$ cat src/rtl/rf_pkg.sv
// Shared constants and FSM encoding for the
// multi-port integer register file.
package rf_pkg;

    localparam int RF_DATA_W = 32;
    localparam int RF_NREGS  = 32;

    typedef enum logic {
        ST_SCRUB = 1'b0,
        ST_RUN   = 1'b1
    } rf_state_e;

endpackage

$ cat src/rtl/regfile_mp_if.sv
// Read/write bus of the register file:
// two read ports, two write ports, ready.
interface regfile_mp_if
    import rf_pkg::*;
#(
    parameter int DATA_W = RF_DATA_W,
    parameter int ADDR_W = $clog2(RF_NREGS)
);
    logic [ADDR_W-1:0] rs;
    logic [ADDR_W-1:0] rt;
    logic              WE0;
    logic [ADDR_W-1:0] rd0;
    logic [DATA_W-1:0] wd0;
    logic              WE1;
    logic [ADDR_W-1:0] rd1;
    logic [DATA_W-1:0] wd1;
    logic [DATA_W-1:0] A;
    logic [DATA_W-1:0] B;
    logic              ready;

    modport master (
        output rs, rt,
        output WE0, rd0, wd0,
        output WE1, rd1, wd1,
        input  A, B, ready
    );

    modport slave (
        input  rs, rt,
        input  WE0, rd0, wd0,
        input  WE1, rd1, wd1,
        output A, B, ready
    );
endinterface

$ cat src/rtl/rf_scrub_fsm.sv
// Post-reset scrub sequencer: walks every
// entry once, then enters RUN and raises ready.
module rf_scrub_fsm
    import rf_pkg::*;
#(
    parameter int NREGS  = RF_NREGS,
    parameter int ADDR_W = $clog2(NREGS)
) (
    input  logic              CLK,
    input  logic              rstControl,
    output logic              ready,
    output logic              run,
    output logic              scrub_we,
    output logic [ADDR_W-1:0] scrub_addr
);
    localparam logic [ADDR_W-1:0] LAST = ADDR_W'(NREGS - 1);

    rf_state_e         state_q;
    rf_state_e         state_d;
    logic [ADDR_W-1:0] ptr_q;
    logic [ADDR_W-1:0] ptr_d;
    logic              ready_d;

    // State, pointer and ready registers.
    always_ff @(posedge CLK) begin
        if (rstControl) begin
            state_q <= ST_SCRUB;
            ptr_q   <= '0;
            ready   <= 1'b0;
        end else begin
            state_q <= state_d;
            ptr_q   <= ptr_d;
            ready   <= ready_d;
        end
    end

    // Advance the pointer; leave SCRUB on the last entry.
    always_comb begin
        state_d = state_q;
        ptr_d   = ptr_q;
        ready_d = ready;
        unique case (state_q)
            ST_SCRUB: begin
                if (ptr_q == LAST) begin
                    state_d = ST_RUN;
                    ready_d = 1'b1;
                    ptr_d   = '0;
                end else begin
                    ptr_d = ptr_q + ADDR_W'(1);
                end
            end
            ST_RUN: begin
                ready_d = 1'b1;
            end
            default: begin
                state_d = ST_SCRUB;
            end
        endcase
    end

    // A reset cycle must not touch the array.
    assign scrub_we   = (state_q == ST_SCRUB) && !rstControl;
    assign scrub_addr = ptr_q;
    assign run        = (state_q == ST_RUN);

endmodule

$ cat src/rtl/regfile_mp.sv
// Two-read / two-write register file with
// optional bypass, zero register and scrub.
module regfile_mp
    import rf_pkg::*;
#(
    parameter int DATA_W   = RF_DATA_W,
    parameter int NREGS    = RF_NREGS,
    parameter int BYPASS   = 1,
    parameter int ZERO_REG = 1
) (
    input  logic         CLK,
    input  logic         rstControl,
    regfile_mp_if.slave  bus
);
    localparam int ADDR_W = $clog2(NREGS);

    logic [DATA_W-1:0] mem [NREGS];
    logic              run;
    logic              scrub_we;
    logic [ADDR_W-1:0] scrub_addr;
    logic              w0_ok;
    logic              w1_ok;
    logic [DATA_W-1:0] a_d;
    logic [DATA_W-1:0] b_d;

    // Entry exists and is not the hardwired zero.
    function automatic logic live(logic [ADDR_W-1:0] a);
        return (int'(a) < NREGS) && !((ZERO_REG != 0) && (a == '0));
    endfunction

    rf_scrub_fsm #(
        .NREGS  (NREGS),
        .ADDR_W (ADDR_W)
    ) u_scrub (
        .CLK        (CLK),
        .rstControl (rstControl),
        .ready      (bus.ready),
        .run        (run),
        .scrub_we   (scrub_we),
        .scrub_addr (scrub_addr)
    );

    assign w0_ok = run && !rstControl && bus.WE0 && live(bus.rd0);
    assign w1_ok = run && !rstControl && bus.WE1 && live(bus.rd1);

    // Array update; port 1 is written last so it wins.
    always_ff @(posedge CLK) begin
        if (scrub_we) begin
            mem[scrub_addr] <= '0;
        end else begin
            if (w0_ok) mem[bus.rd0] <= bus.wd0;
            if (w1_ok) mem[bus.rd1] <= bus.wd1;
        end
    end

    // Port A read value with optional forwarding.
    always_comb begin
        a_d = '0;
        if (live(bus.rs)) begin
            a_d = mem[bus.rs];
            if (BYPASS != 0) begin
                if (w0_ok && bus.rd0 == bus.rs) a_d = bus.wd0;
                if (w1_ok && bus.rd1 == bus.rs) a_d = bus.wd1;
            end
        end
    end

    // Port B read value with optional forwarding.
    always_comb begin
        b_d = '0;
        if (live(bus.rt)) begin
            b_d = mem[bus.rt];
            if (BYPASS != 0) begin
                if (w0_ok && bus.rd0 == bus.rt) b_d = bus.wd0;
                if (w1_ok && bus.rd1 == bus.rt) b_d = bus.wd1;
            end
        end
    end

    // Registered read outputs, forced to zero outside RUN.
    always_ff @(posedge CLK) begin
        if (rstControl || !run) begin
            bus.A <= '0;
            bus.B <= '0;
        end else begin
            bus.A <= a_d;
            bus.B <= b_d;
        end
    end

endmodule

$ cat src/flat_wrapper.sv
// flat-port wrapper written by rule: the top's interface ports become plain ports
module regfile_mp_flat import rf_pkg::*;
#(
    parameter int DATA_W   = RF_DATA_W,
    parameter int NREGS    = RF_NREGS,
    parameter int BYPASS   = 1,
    parameter int ZERO_REG = 1
)
  (CLK, rstControl, bus_rs, bus_rt, bus_WE0, bus_rd0, bus_wd0, bus_WE1, bus_rd1, bus_wd1, bus_A, bus_B, bus_ready);
  regfile_mp_if #(.DATA_W(DATA_W), .ADDR_W(5)) bus_i ();
  input  logic CLK;
  input  logic rstControl;
  input wire logic [$bits(bus_i.rs)-1:0] bus_rs;
  input wire logic [$bits(bus_i.rt)-1:0] bus_rt;
  input wire logic [$bits(bus_i.WE0)-1:0] bus_WE0;
  input wire logic [$bits(bus_i.rd0)-1:0] bus_rd0;
  input wire logic [$bits(bus_i.wd0)-1:0] bus_wd0;
  input wire logic [$bits(bus_i.WE1)-1:0] bus_WE1;
  input wire logic [$bits(bus_i.rd1)-1:0] bus_rd1;
  input wire logic [$bits(bus_i.wd1)-1:0] bus_wd1;
  output wire logic [$bits(bus_i.A)-1:0] bus_A;
  output wire logic [$bits(bus_i.B)-1:0] bus_B;
  output wire logic [$bits(bus_i.ready)-1:0] bus_ready;
  assign bus_i.rs = bus_rs;
  assign bus_i.rt = bus_rt;
  assign bus_i.WE0 = bus_WE0;
  assign bus_i.rd0 = bus_rd0;
  assign bus_i.wd0 = bus_wd0;
  assign bus_i.WE1 = bus_WE1;
  assign bus_i.rd1 = bus_rd1;
  assign bus_i.wd1 = bus_wd1;
  assign bus_A = bus_i.A;
  assign bus_B = bus_i.B;
  assign bus_ready = bus_i.ready;
  regfile_mp #(.DATA_W(DATA_W), .NREGS(NREGS), .BYPASS(BYPASS), .ZERO_REG(ZERO_REG)) u_core (.CLK(CLK), .rstControl(rstControl), .bus(bus_i));
endmodule
$ cat config.mk
export PLATFORM = sky130hd
export DESIGN_NAME = regfile_mp_flat
export DESIGN_NICKNAME = d
export VERILOG_FILES = /design/src/rtl/rf_pkg.sv /design/src/rtl/regfile_mp_if.sv /design/src/rtl/rf_scrub_fsm.sv /design/src/rtl/regfile_mp.sv /design/src/flat_wrapper.sv
export SDC_FILE = /design/constraint.sdc
export NUM_CORES = 2
export LEC_CHECK = 0
export ABC_AREA = 1
export BUFFER_PORTS_ARGS = -buffer_cell sky130_fd_sc_hd__buf_4
export CAP_MARGIN = 20
export CORE_ASPECT_RATIO = 1.1
export CORE_MARGIN = 3
export CORE_UTILIZATION = 35
export CTS_CLUSTER_SIZE = 30
export DETAILED_ROUTE_END_ITERATION = 12
export MAX_ROUTING_LAYER = met4
export SLEW_MARGIN = 20
export SYNTH_ARGS = -nofsm -noshare
export SYNTH_HDL_FRONTEND = slang
export SYNTH_SLANG_ARGS = --single-unit
$ cat constraint.sdc
create_clock -name CLK -period 6.1 [get_ports CLK]
set_clock_uncertainty 0.2 [all_clocks]
set_input_delay 0.305 -clock CLK [delete_from_list [all_inputs] [get_ports CLK]]
set_output_delay 0.305 -clock CLK [all_outputs]
set_load 0.05 [all_outputs]
==> metrics.csv <==
stage,metric,value,unit
outcome,outcome,completed,
route,detail_route.drc_violations,0,
sta,tightestPinTransition,1130,ps
sta,final-setup-viol-count,0,
clock_network,cts.sink_count,1095,
sta,setup_repair_after_global_routing_missed_its_margin,no,
cells_and_area,finalNetCount,8031,
clock_network,ctsRootBufferMaster,sky130_fd_sc_hd__clkbuf_16,
worst_setup_path,cp.required,6610,ps
floorplanning,fp.dieArea,0.192,mm^2
grt,global_route.usage.total,0.301,
grt,grt_overflow,0,
clock_network,tritoncts_buffers,131,
power,switchingPower,4.89,mW
power,total_leakage_power,27.9,nW
synthesis,ys_seq_area_frac,0.491,
cells_and_area,drive_gt1_frac,0.0759,
clock_network,clk-insertion-delay-late,780,ps
clock_network,ctsResizeCount,0,
power,switching_share,0.271,
worst_setup_path,setup.worst_path.end_class,register,
route,drt_wl_total,290,mm
synthesis,synth-seq-cells,1095,
route,drt-vias-per-instance,5.97,
synthesis,ys.warnings.count,0,
sta,final_count_of_hold_timing_violations,0,
worst_setup_path,timing.reg2reg.setup_slack,1820,ps
worst_setup_path,critPathLaunchType,register,
worst_setup_path,kind_of_critical_path,reg2reg,
grt,first_pass_grt_wire_length,411,mm
route,dr.pass1.iters,7,
power,combPwrFrac,0.112,
sta,hold_ws,42.4,ps
route,ant_nets,0,
power,clock_power_share,0.436,
floorplanning,die_width,418,um
clock_network,clkTransAtPathRegs,60,ps
synthesis,synth_compound_gate_area_share,0.229,
worst_setup_path,crit_path_max_fanout,39,
sta,setup_tns,0,ps
sta,drv_slew,0,
route,route.detailed.wl_per_inst,27.7,um
placed_design,post_dp_cell_area,0.0682,mm^2
cells_and_area,post-route-util,0.394,
synthesis,post_synth_fa_ha_maj_area_fraction,0.000382,
grt,largest_net_degree_at_the_start_of_global_routing,204,
route,drt-initial-drc-count,8636,
sta,post-route-period-util,0.702,
cells_and_area,post_route_cell_area,0.0728,mm^2
worst_setup_path,cp.arrival,4790,ps
placed_design,globalplace.congestion,1.00,
worst_hold_path,hold_class,in2reg,
synthesis,synth.area.mux_share,0,
power,internal_power,13.2,mW
synthesis,yosys.cell_types.count,32,
power,worst_ir_drop_vdd,0.000278,V
power,p_per_area,248,mW/mm^2
sta,fin_crit,4280,ps
placed_design,dp_hpwl,186,mm
clock_network,hold_buffers,49,
cells_and_area,syn2layout_area_growth,11.2,%
synthesis,synthesis.area,0.0655,mm^2
synthesis,post_synthesis_net_count,8417,
clock_network,clk_path_buf_depth,3,
route,routed-via-count,62455,
clock_network,tritoncts_clock_tree,yes,
clock_network,post_cts_buffers,0,
grt,first_global_vias,57272,
synthesis,syn-instance-count,8327,
floorplanning,start_util,0.354,
floorplanning,i_o_pin_cnt,153,
sta,fmax_achieved,234,MHz
sta,relSlewSlack,0.247,
floorplanning,rows,165,
clock_network,cts_htree_levels,4,
power,totalPowerFinal,18.0,mW
floorplanning,die_h,460,um
power,power.sequential.fraction,0.452,
floorplanning,design.core.area,0.185,mm^2
job,number_of_maximum_capacitance_violations,0,
synthesis,post_synth_and_or_nand_nor_area_fraction,0.187,
synthesis,synth-xor-area-share,0.000803,
synthesis,syn_area_per_cell,7.86,um^2
placed_design,placement.io_buffers,152,
synthesis,dominant_combinational_cell_family_by_area_after_synthesis,compound AO/OA/AOI/OAI gates,
grt,number_of_antenna_violations_at_the_first_check_in_global_routing,4,
## metal layers
| metal | vias to the layer above | global-route usage | wire, um |
|---|---|---|---|
| met5 | - | - | 0 |
| met4 | 0 | 0.276 | 32000 |
| met3 | 931 | 0.0448 | 26200 |
| met2 | 3857 | 0.455 | 130000 |
| met1 | 29625 | 0.345 | 102000 |
| li1 | 28042 | - | - |
## layout by cell type, fill, tap and decap left out, drive strengths merged
| cell type | n |
|---|---|
| nand3 | 736 |
| dfxtp | 71 |
| dlygate4sd3 | 49 |
| nor4 | 5 |
| ha | 2 |
| nor3 | 9 |
| o211ai | 368 |
| o21ai | 1473 |
| clkinv | 59 |
| clkinvlp | 1 |
| edfxtp | 1024 |
| inv | 630 |
| nor2 | 575 |
| nand3b | 2 |
| nor3b | 1 |
| bufinv | 11 |
| diode | 5 |
| xor2 | 6 |
| nand4 | 59 |
| o21bai | 11 |
| a21oi | 952 |
| clkbuf | 164 |
| nand2 | 1536 |
| buf | 294 |
## logic make-up after synthesis
group,after synthesis
AOI/OAI and AO/OA,2804
xor gates and xnor gates,6
adders and majority gates,2
buffers and inverters,1497
DFF,1095
and+or+nand+nor,2923
## path summary, 6_finish.rpt
check                  startpoint                    to  cells past startpoint
max            u_core.u_scrub.run       u_core.bus.A[6]                     12
min                   bus_wd0[30]    u_core.mem[22][30]                      3
max reg2reg    u_core.u_scrub.run       u_core.bus.A[6]                     12
min reg2reg  u_core.u_scrub.ready  u_core.u_scrub.ready                      2
## flip-flops by register name, indices dropped and copies added, names as in the netlist
name                       flops
u_core.bus.A                  32
u_core.bus.B                  32
u_core.mem                  1024
u_core.u_scrub.ready           1
u_core.u_scrub.run             1
u_core.u_scrub.scrub_addr      5
## final cells by class
cell class | instances | area (um^2)
clock buffers | 164 | 3540
flip-flops and latches | 1095 | 32200
well taps | 2421 | 3030
clock inverters | 66 | 594
inverters | 635 | 2390
fillers | 18458 | 112000
repair buffers | 343 | 3100
diodes | 5 | 12.5
multi-input cells | 5735 | 28000
## stage by stage
step | setup slack (ps) | instances
after floorplan | 1790 | 8327
after global placement | 1960 | 10172
after detailed placement | 1910 | 10180
after CTS | 1960 | 10459
after global routing | 1680 | 10462
final | 1820 | 10464
## power by group through the flow
stage	combinational (mW)	sequential [mW]	clock, mW
after floorplan	1.07	8.31	0
after global placement	1.91	8.31	0
after detailed placement	1.93	8.31	0
after CTS	1.96	8.15	7.89
after global routing	2.10	8.15	8.20
final	2.02	8.15	7.87
## critical path, stage by stage (launching register included)
cell	delay, ps
sky130_fd_sc_hd__dfxtp_1	350
sky130_fd_sc_hd__nand2_4	170
sky130_fd_sc_hd__nor2_8	70
sky130_fd_sc_hd__nand2_4	300
sky130_fd_sc_hd__nand2_1	110
sky130_fd_sc_hd__nand2_2	180
sky130_fd_sc_hd__nor2_2	70
sky130_fd_sc_hd__nor2_4	710
sky130_fd_sc_hd__nand3_2	930
sky130_fd_sc_hd__nand2_1	330
sky130_fd_sc_hd__nand3_1	90
sky130_fd_sc_hd__a21oi_1	140
sky130_fd_sc_hd__dlygate4sd3_1	560
## cells in the mapped netlist (all sizes together)
master	number	area [um^2]
nor4	5	37.5
inv	626	2350
edfxtp	1024	30700
nor3	9	50.1
dfxtp	71	1420
nor3b	1	7.51
nand2	1536	5840
nor2	575	2220
clkinv	9	33.8
xor2	6	52.6
ha	2	25.0
nand3b	2	15.0
clkbuf	486	1820
nand3	736	3700
a21oi	952	4760
buf	376	1800
o21ai	1473	7370
o21bai	11	82.6
o211ai	368	2760
nand4	59	369
No activity file was read; power rests on OpenSTA's default activity.
